## src/rtl/auth_pkg.sv

```systemverilog
// Shared types and default parameters for the code-lock controller.
package auth_pkg;

   typedef enum logic [2:0] {
      IDLE     = 3'd0,
      ARMED    = 3'd1,
      CHECK    = 3'd2,
      UNLOCKED = 3'd3,
      LOCKOUT  = 3'd4
   } auth_state_t;

   localparam int DEF_WIDTH       = 8;
   localparam int DEF_MAX_TRIES   = 3;
   localparam int DEF_LOCK_CYCLES = 16;

endpackage

```

## src/rtl/auth_compare.sv

```systemverilog
// Combinational WIDTH-bit equality of stored code and guess.
module auth_compare #(
   parameter int WIDTH = 8
) (
   input  logic [WIDTH-1:0] code,
   input  logic [WIDTH-1:0] guess,
   output logic             eq
);

   // Equal only when every bit position agrees.
   assign eq = &(~(code ^ guess));

endmodule

```

## src/rtl/auth_lock_controller.sv

```systemverilog
// Code lock sequencer: stores a code, evaluates guesses, counts failures and
// enforces a timed lockout once the failure budget is exhausted.
module auth_lock_controller
   import auth_pkg::*;
#(
   parameter int WIDTH       = DEF_WIDTH,
   parameter int MAX_TRIES   = DEF_MAX_TRIES,
   parameter int LOCK_CYCLES = DEF_LOCK_CYCLES
) (
   input  logic                           clk,
   input  logic                           rst,
   input  logic                           set_valid,
   input  logic [WIDTH-1:0]               set_code,
   input  logic                           guess_valid,
   input  logic [WIDTH-1:0]               guess_code,
   input  logic                           clear,
   output logic                           matched,
   output logic                           unmatched,
   output logic                           armed,
   output logic                           unlocked,
   output logic                           locked_out,
   output logic [$clog2(MAX_TRIES+1)-1:0] tries_left
);

   localparam int TW  = $clog2(MAX_TRIES + 1);
   localparam int TMW = (LOCK_CYCLES > 1) ? $clog2(LOCK_CYCLES) : 1;

   auth_state_t      state_q, state_d;
   logic [WIDTH-1:0] code_q, code_d;
   logic [WIDTH-1:0] guess_q, guess_d;
   logic [TW-1:0]    tries_q, tries_d;
   logic [TMW-1:0]   timer_q, timer_d;
   logic             matched_q, matched_d;
   logic             unmatched_q, unmatched_d;
   logic             armed_q, armed_d;
   logic             unlocked_q, unlocked_d;
   logic             locked_out_q, locked_out_d;
   logic             eq;

   auth_compare #(.WIDTH(WIDTH)) u_cmp (
      .code  (code_q),
      .guess (guess_q),
      .eq    (eq)
   );

   always_comb begin
      state_d     = state_q;
      code_d      = code_q;
      guess_d     = guess_q;
      tries_d     = tries_q;
      timer_d     = timer_q;
      matched_d   = 1'b0;
      unmatched_d = 1'b0;
      case (state_q)
         IDLE: begin
            if (set_valid) begin
               code_d  = set_code;
               tries_d = TW'(MAX_TRIES);
               state_d = ARMED;
            end
         end
         ARMED: begin
            if (guess_valid) begin
               guess_d = guess_code;
               state_d = CHECK;
            end
         end
         CHECK: begin
            if (eq) begin
               matched_d = 1'b1;
               state_d   = UNLOCKED;
            end else begin
               unmatched_d = 1'b1;
               if (tries_q != '0)
                  tries_d = tries_q - TW'(1);
               // Last allowed failure (or none left) drops straight into lockout.
               if (tries_q <= TW'(1)) begin
                  state_d = LOCKOUT;
                  timer_d = TMW'(LOCK_CYCLES - 1);
               end else begin
                  state_d = ARMED;
               end
            end
         end
         UNLOCKED: begin
            if (clear) begin
               code_d  = '0;
               tries_d = '0;
               state_d = IDLE;
            end else if (set_valid) begin
               code_d  = set_code;
               tries_d = TW'(MAX_TRIES);
               state_d = ARMED;
            end
         end
         LOCKOUT: begin
            if (timer_q == '0) begin
               tries_d = TW'(MAX_TRIES);
               state_d = ARMED;
            end else begin
               timer_d = timer_q - TMW'(1);
            end
         end
         default: state_d = IDLE;
      endcase
      // Status flags are decoded from the next state so they register in step.
      armed_d      = (state_d == ARMED) || (state_d == CHECK);
      unlocked_d   = (state_d == UNLOCKED);
      locked_out_d = (state_d == LOCKOUT);
   end

   always_ff @(posedge clk or posedge rst) begin
      if (rst) begin
         state_q      <= IDLE;
         code_q       <= '0;
         guess_q      <= '0;
         tries_q      <= '0;
         timer_q      <= '0;
         matched_q    <= 1'b0;
         unmatched_q  <= 1'b0;
         armed_q      <= 1'b0;
         unlocked_q   <= 1'b0;
         locked_out_q <= 1'b0;
      end else begin
         state_q      <= state_d;
         code_q       <= code_d;
         guess_q      <= guess_d;
         tries_q      <= tries_d;
         timer_q      <= timer_d;
         matched_q    <= matched_d;
         unmatched_q  <= unmatched_d;
         armed_q      <= armed_d;
         unlocked_q   <= unlocked_d;
         locked_out_q <= locked_out_d;
      end
   end

   assign matched    = matched_q;
   assign unmatched  = unmatched_q;
   assign armed      = armed_q;
   assign unlocked   = unlocked_q;
   assign locked_out = locked_out_q;
   assign tries_left = tries_q;

endmodule
```

## config.mk

```make
export PLATFORM = sky130hd
export DESIGN_NAME = auth_lock_controller
export DESIGN_NICKNAME = d
export VERILOG_FILES = /design/src/rtl/auth_pkg.sv /design/src/rtl/auth_compare.sv /design/src/rtl/auth_lock_controller.sv
export SDC_FILE = /design/constraint.sdc
export NUM_CORES = 1
export LEC_CHECK = 0
export CORE_ASPECT_RATIO = 1.4
export CORE_MARGIN = 3
export CORE_UTILIZATION = 50
export DETAILED_ROUTE_END_ITERATION = 10
export PLACE_DENSITY = 0.77
export SLEW_MARGIN = 20
export SYNTH_ARGS = -nofsm -noshare
export SYNTH_HDL_FRONTEND = slang
export SYNTH_HIERARCHICAL = 1
export SYNTH_SLANG_ARGS = --single-unit
```

## constraint.sdc

```tcl
create_clock -name clk -period 1.98 [get_ports clk]
set_clock_uncertainty 0.1 [all_clocks]
set_input_delay 0.297 -clock clk [delete_from_list [all_inputs] [get_ports clk]]
set_output_delay 0.297 -clock clk [all_outputs]
set_load 0.05 [all_outputs]
```

==> results of run 1 <==
[metrics by stage]
stage,area (sq um),hold WS [ps]
global placement,1853,411.5
floorplan,1509,287.8
detailed placement,1853,417.5
global route,1938,333.6
CTS,1936,308.1
finish,1938,294.3
[cell usage after synthesis, drive strengths merged, types with 2 or more instances]
cell,n,area share (%)
mux2,9,6.7
o21a,2,0.99
nor2b,5,2.2
nand4,2,0.83
nand2,6,1.5
buf,4,2.3
a21o,2,0.99
nand2b,4,1.7
nand3,2,0.66
ha,3,2.5
nor3,3,1.7
nor2,13,3.2
inv,8,2.0
a21oi,2,0.66
xnor2,9,5.2
o21ai,3,0.99
dfrtp,30,50
mux2i,8,5.3
[kinds of logic (layout without fill, tap and decap cells)]
family | Yosys count | after routing | share of synthesized area, %
buf+inv | 12 | 48 | 4.312
compound gates | 18 | 18 | 8.707
mux | 17 | 17 | 12.02
flops | 30 | 30 | 49.75
simple gates | 42 | 42 | 16.92
fa+ha+maj | 3 | 3 | 2.488
xor+xnor | 10 | 10 | 5.805
[flip-flops by register name, summed over array words and instances (netlist names)]
name and flops:
timer_q 4, locked_out 1, unlocked 1, guess_q 8, matched 1, armed 1, unmatched 1, tries_left 2
code_q 8, state_q 3
[metal layers]
layer	share of wire (%)	vias to the layer above	global-route usage, %
met5	0	-	0
met4	2.9	0	11.08
met3	4.8	11	6.526
met2	57	30	31.49
met1	35	529	17.66
li1	-	525	-
[worst max-delay path by stage]
stage | startpoint | end | cells past startpoint
global route | guess_q[3] | tries_left[1] | 7
detailed placement | guess_q[0] | tries_left[1] | 7
floorplan | tries_left[1] | armed | 6
CTS | guess_q[0] | tries_left[1] | 7
finish | timer_q[0] | timer_q[0] | 6
global placement | timer_q[0] | tries_left[0] | 5
[report_power, final]
part	internal (W)	leakage, nW	switching, W
clock network	0.000267	0.0431	0.000203
logic	0.000655	0.448	0.000644
registers	0.000890	0.357	0.000243
[area by class of cell]
cell class / instances / area share, %
clock buffers: 6 / 4.261
repair buffers: 34 / 17.17
flip-flops and latches: 30 / 38.73
well taps: 37 / 2.389
multi-input cells: 90 / 35.89
inverters: 8 / 1.549
[worst register-to-register path, stage by stage (launching register included)]
cell and delay (ps):
dfrtp_1 390, inv_1 80, ha_1 180, or3b_2 510
nand2_1 140, nand2_1 100, mux2_2 270
==> run summary, run 1 <==
CP required = 2040 ps
Post-synthesis cell type count = 39
Worst R2R Start = timer_q[0]
Worst VDD drop = 0.7614 mV
R2R Path End = timer_q[0]
Longest Clk Path Bufs = 2
Commonest non-fill, non-tap cell in the layout = dfrtp_1
Setup CP Type = flip-flop to flip-flop
Area delta synth->final = 28.44%
Fillers = 232
CP delay by family, top = simple AND/OR/NAND/NOR gates
Most frequent cells in the layout = dfrtp_1, clkdlybuf4s50_1, nor2_1
Largest net degree at the start of global routing = 31
Slowest library cell on the worst path = or3b_2
H-tree levels = 2
Synth Flop Type = dfrtp_1
Detailed-placement wirelength estimate = 2209 um
Multi-input logic area = 695.7 sq um
Layout Utilization = 67.35%
Clock sinks = 30
Detailed Route WL = 2905 um
CORE AREA = 2878 sq um
Die X = 52.43 um
Sequential cell area = 750.7 sq um
ANT nets after route = 0
Gr usage total = 18.19%
Reg2Reg Depth = 6
Hold Vio Cnt, Final = 0
Crit path cell chain = inv_1 > ha_1 > or3b_2 > nand2_1 > nand2_1 > mux2_2
CTS Buf Count = 5
Global placer's final weighted congestion = 0.9110
Tmin final = 1891 ps
Pre-CTS WS = 57.85 ps
Worst path bufs/invs = 1
Async S/R FF share, synth = 100.0%
Io pins = 28
Post-route DRC = 0
CTS tree = yes
Crit path capture type = flip-flop
Yosys warning total = 6
Routed WL per cell = 14.17 um
Max-slew violations = 0
GR Overflow Total = 0
# placed instances = 199
Post-Syn Area per Cell = 11.43 sq um
Clock tree root buffer cell = clkbuf_8
Synth Cell Area = 1509 sq um
Status = completed
Net count, final = 193
Setup Viol. Count Final = 0
Max_slew headroom = 63.39%
Syn Inst Count = 132
Share of layout cells above drive strength 1 = 18.45%
Port bufs = 27
Initial antenna violation count = 0
Crit-path max cell delay = 510 ps
Fmax = 528.8 MHz
Crit share post-route = 95.50%
Worst-Margin Slew = 542.2 ps
# resized after CTS = 0
Pwr/cell area = 1497 nW/um^2
CTS clock-pin slew for the worst setup and hold paths = 60 ps
Synthesized flop and latch total = 30
Die area = 3723 sq um
Via count = 1095
Wire length of the first global-routing pass = 4843 um
Vias in the first global route = 1121
Drt first pass iters = 2
TNS Setup = 0 ps
Pleak = 0.8482 nW
Maxcap violations = 0
Post-synth net total = 156
Initial core utilization = 52.43%
# hold bufs at CTS = 0
Vias per std cell = 5.341
Register-to-register setup slack = 90 ps
EDFF count, synth = 0
Final setup margin = 89.02 ps
ANT cells = 0
RSZ-0062 raised after global routing = false
Crit path DAT = 1950 ps
Seq/Total Area, Yosys = 49.75%
Drt initial violations = 22
Worst-Skew Late Latency = 280 ps
Critical Path Source Type = flip-flop
Cell mode on critical path = nand2_1
Worst Hold Class = primary input to asynchronous set/reset pin
Non-Filler Instances = 205
Total Power = 0.002902 W
Die Ht = 71 um
Setup bufs post-CTS = 0
Row cnt = 23
CP Max Fanout = 5
No activity file was read; power rests on OpenSTA's default activity.
==> run 2: changes to the inputs <==
--- a/config.mk
+++ b/config.mk
@@ -9,6 +9,7 @@
 export CORE_MARGIN = 3
 export CORE_UTILIZATION = 50
 export DETAILED_ROUTE_END_ITERATION = 10
+export GPL_TIMING_DRIVEN = 0
 export PLACE_DENSITY = 0.77
 export SLEW_MARGIN = 20
 export SYNTH_ARGS = -nofsm -noshare
==> run 2 against run 1 <==
Critical path depth is the same. Hold slack improved by 12 ps. Global-route usage is 0.57 points higher. Non-clock buffer count fell by 3. Via count decreased by 0.82%. Clock power is 6.6% higher. Sequential cell count unchanged. Die area stayed put. Combinational power rose by 5%.
==> run summary, run 2 (same netlist as run 1, synthesis figures left out) <==
Status = completed
Crit share post-route = 97.67% (+2.2 points)
# resized after CTS = 0 (unchanged)
ANT nets after route = 0 (unchanged)
CTS Buf Count = 5 (unchanged)
Setup Viol. Count Final = 0 (unchanged)
Detailed Route WL = 2962 um (+2.0%)
Most frequent cells in the layout = dfrtp_1, clkdlybuf4s50_1, nor2_1
Setup bufs post-CTS = 0 (unchanged)
Crit path cell chain = xnor2_1 > nand4_1 > nor2_2 > nor2_1 > o311ai_0 > a21o_1
Pwr/cell area = 1527 nW/um^2 (+2.0%)
Clock tree root buffer cell = clkbuf_8
Detailed-placement wirelength estimate = 2226 um (+0.75%)
Final setup margin = 46.18 ps (-42.84 ps)
GR Overflow Total = 0 (unchanged)
Slowest library cell on the worst path = o311ai_0
Via count = 1086 (-0.82%)
Crit path capture type = flip-flop
Worst-Margin Slew = 706.3 ps (+164.1 ps)
Io pins = 28 (unchanged)
Critical Path Source Type = flip-flop
Setup CP Type = flip-flop to flip-flop
Routed WL per cell = 14.52 um (+2.5%)
CTS tree = yes
Max_slew headroom = 52.56% (-11 points)
Worst-Skew Late Latency = 280 ps (about the same)
Die Ht = 71 um (unchanged)
Max-slew violations = 0 (unchanged)
Die X = 52.43 um (unchanged)
Fmax = 517.1 MHz (-2.2%)
Worst VDD drop = 0.9550 mV (+25%)
Sequential cell area = 750.7 sq um (unchanged)
Initial antenna violation count = 0 (unchanged)
Drt first pass iters = 4 (+2)
Area delta synth->final = 27.61%
Post-route DRC = 0 (unchanged)
Port bufs = 27 (unchanged)
Multi-input logic area = 701.9 sq um (+0.90%)
Commonest non-fill, non-tap cell in the layout = dfrtp_1
Initial core utilization = 52.43% (unchanged)
Pre-CTS WS = -192.8 ps (-250.6 ps)
ANT cells = 0 (unchanged)
Largest regs = code_q x8, guess_q x8, timer_q x4
Maxcap violations = 0 (unchanged)
CP required = 2110 ps (+70 ps)
Area after DPL = 1826 sq um (-1.5%)
Crit-path max cell delay = 550 ps (+40 ps)
Wire length of the first global-routing pass = 5112 um (+5.6%)
Row cnt = 23 (unchanged)
Longest Clk Path Bufs = 2 (unchanged)
Total Power = 0.002940 W (+1.3%)
CORE AREA = 2878 sq um (unchanged)
Gr usage total = 18.76% (+0.57 points)
TNS Setup = 0 ps (unchanged)
H-tree levels = 2 (unchanged)
Crit path DAT = 2060 ps (+110 ps)
RSZ-0062 raised after global routing = false
Drt initial violations = 20 (-9.1%)
Vias per std cell = 5.324 (-0.34%)
CP Max Fanout = 6 (+1)
Tmin final = 1934 ps (+42.84 ps)
Global placer's final weighted congestion = 0.9032 (-0.86%)
Share of layout cells above drive strength 1 = 17.96% (-0.49 points)
Vias in the first global route = 1145 (+2.1%)
Hold Vio Cnt, Final = 0 (unchanged)
Clock sinks = 30 (unchanged)
CTS clock-pin slew for the worst setup and hold paths = 60 ps (about the same)
Largest net degree at the start of global routing = 31 (unchanged)
Fillers = 235 (+1.3%)
# hold bufs at CTS = 0 (unchanged)
Pleak = 0.8374 nW (-1.3%)
Net count, final = 190 (-1.6%)
Worst Hold Class = primary input to asynchronous set/reset pin
Die area = 3723 sq um (unchanged)
Post-route cell area = 1926 sq um (-0.65%)
run 2: cell count changes in the layout (fill, tap and decap cells not counted), sizes merged:
cell           change
clkinv             +1
clkbuf             +1
clkdlybuf4s50      +1
buf                -4
run 2: cell type report:
cell class              instances  share of cell area [%]
plain buffers                   4                   1.819
clock buffers                   7                   4.483
clock inverters                 1                  0.2599
inverters                       8                   1.559
multi-input cells              90                   36.45
flip-flops and latches         30                   38.99
well taps                      37                   2.404
repair buffers                 27                   14.04
run 2: layer usage:
layer  vias to the layer above  global-route usage (%)  wire [um]
met5                         -                       0          0
met4                         0                   10.80         91
met3                         7                   5.684        144
met2                        27                   30.94       1627
met1                       529                   20.75       1098
li1                        523                       -          -
run 2: path summary, 6_finish.rpt:
check / from / depth (start not counted) / slack (ps) / to
setup / recovery: guess_q[0] / 6 / 50 / armed
hold / removal: rst / 2 / 310 / unlocked
setup reg to reg: guess_q[0] / 6 / 50 / armed
hold reg to reg: guess_q[7] / 1 / 430 / guess_q[7]
max in group asynchronous: rst / 2 / 1070 / tries_left[1]
min in group clk: guess_q[7] / 1 / 430 / guess_q[7]
run 2: power breakdown:
group | internal (W) | switching [W]
sequential | 0.000890 | 0.000191
combinational | 0.000653 | 0.000705
clock | 0.000280 | 0.000221
run 2: worst max-delay path: cells and delay by family (launching register included):
kind | cells | cell delay (ps)
simple gates | 3 | 460
flops | 1 | 390
xor+xnor | 1 | 190
compound gates | 2 | 740
run 2: stage by stage:
| step | util [%] | hold WS (ps) | instances |
|---|---|---|---|
| after floorplan | - | 287.8 | 132 |
| after global placement | 63.43 | 413.0 | 196 |
| after detailed placement | 63.43 | 420.5 | 196 |
| after CTS | 66.61 | 433.9 | 204 |
| after global routing | 66.91 | 353.5 | 204 |
| final | 66.91 | 306.4 | 204 |
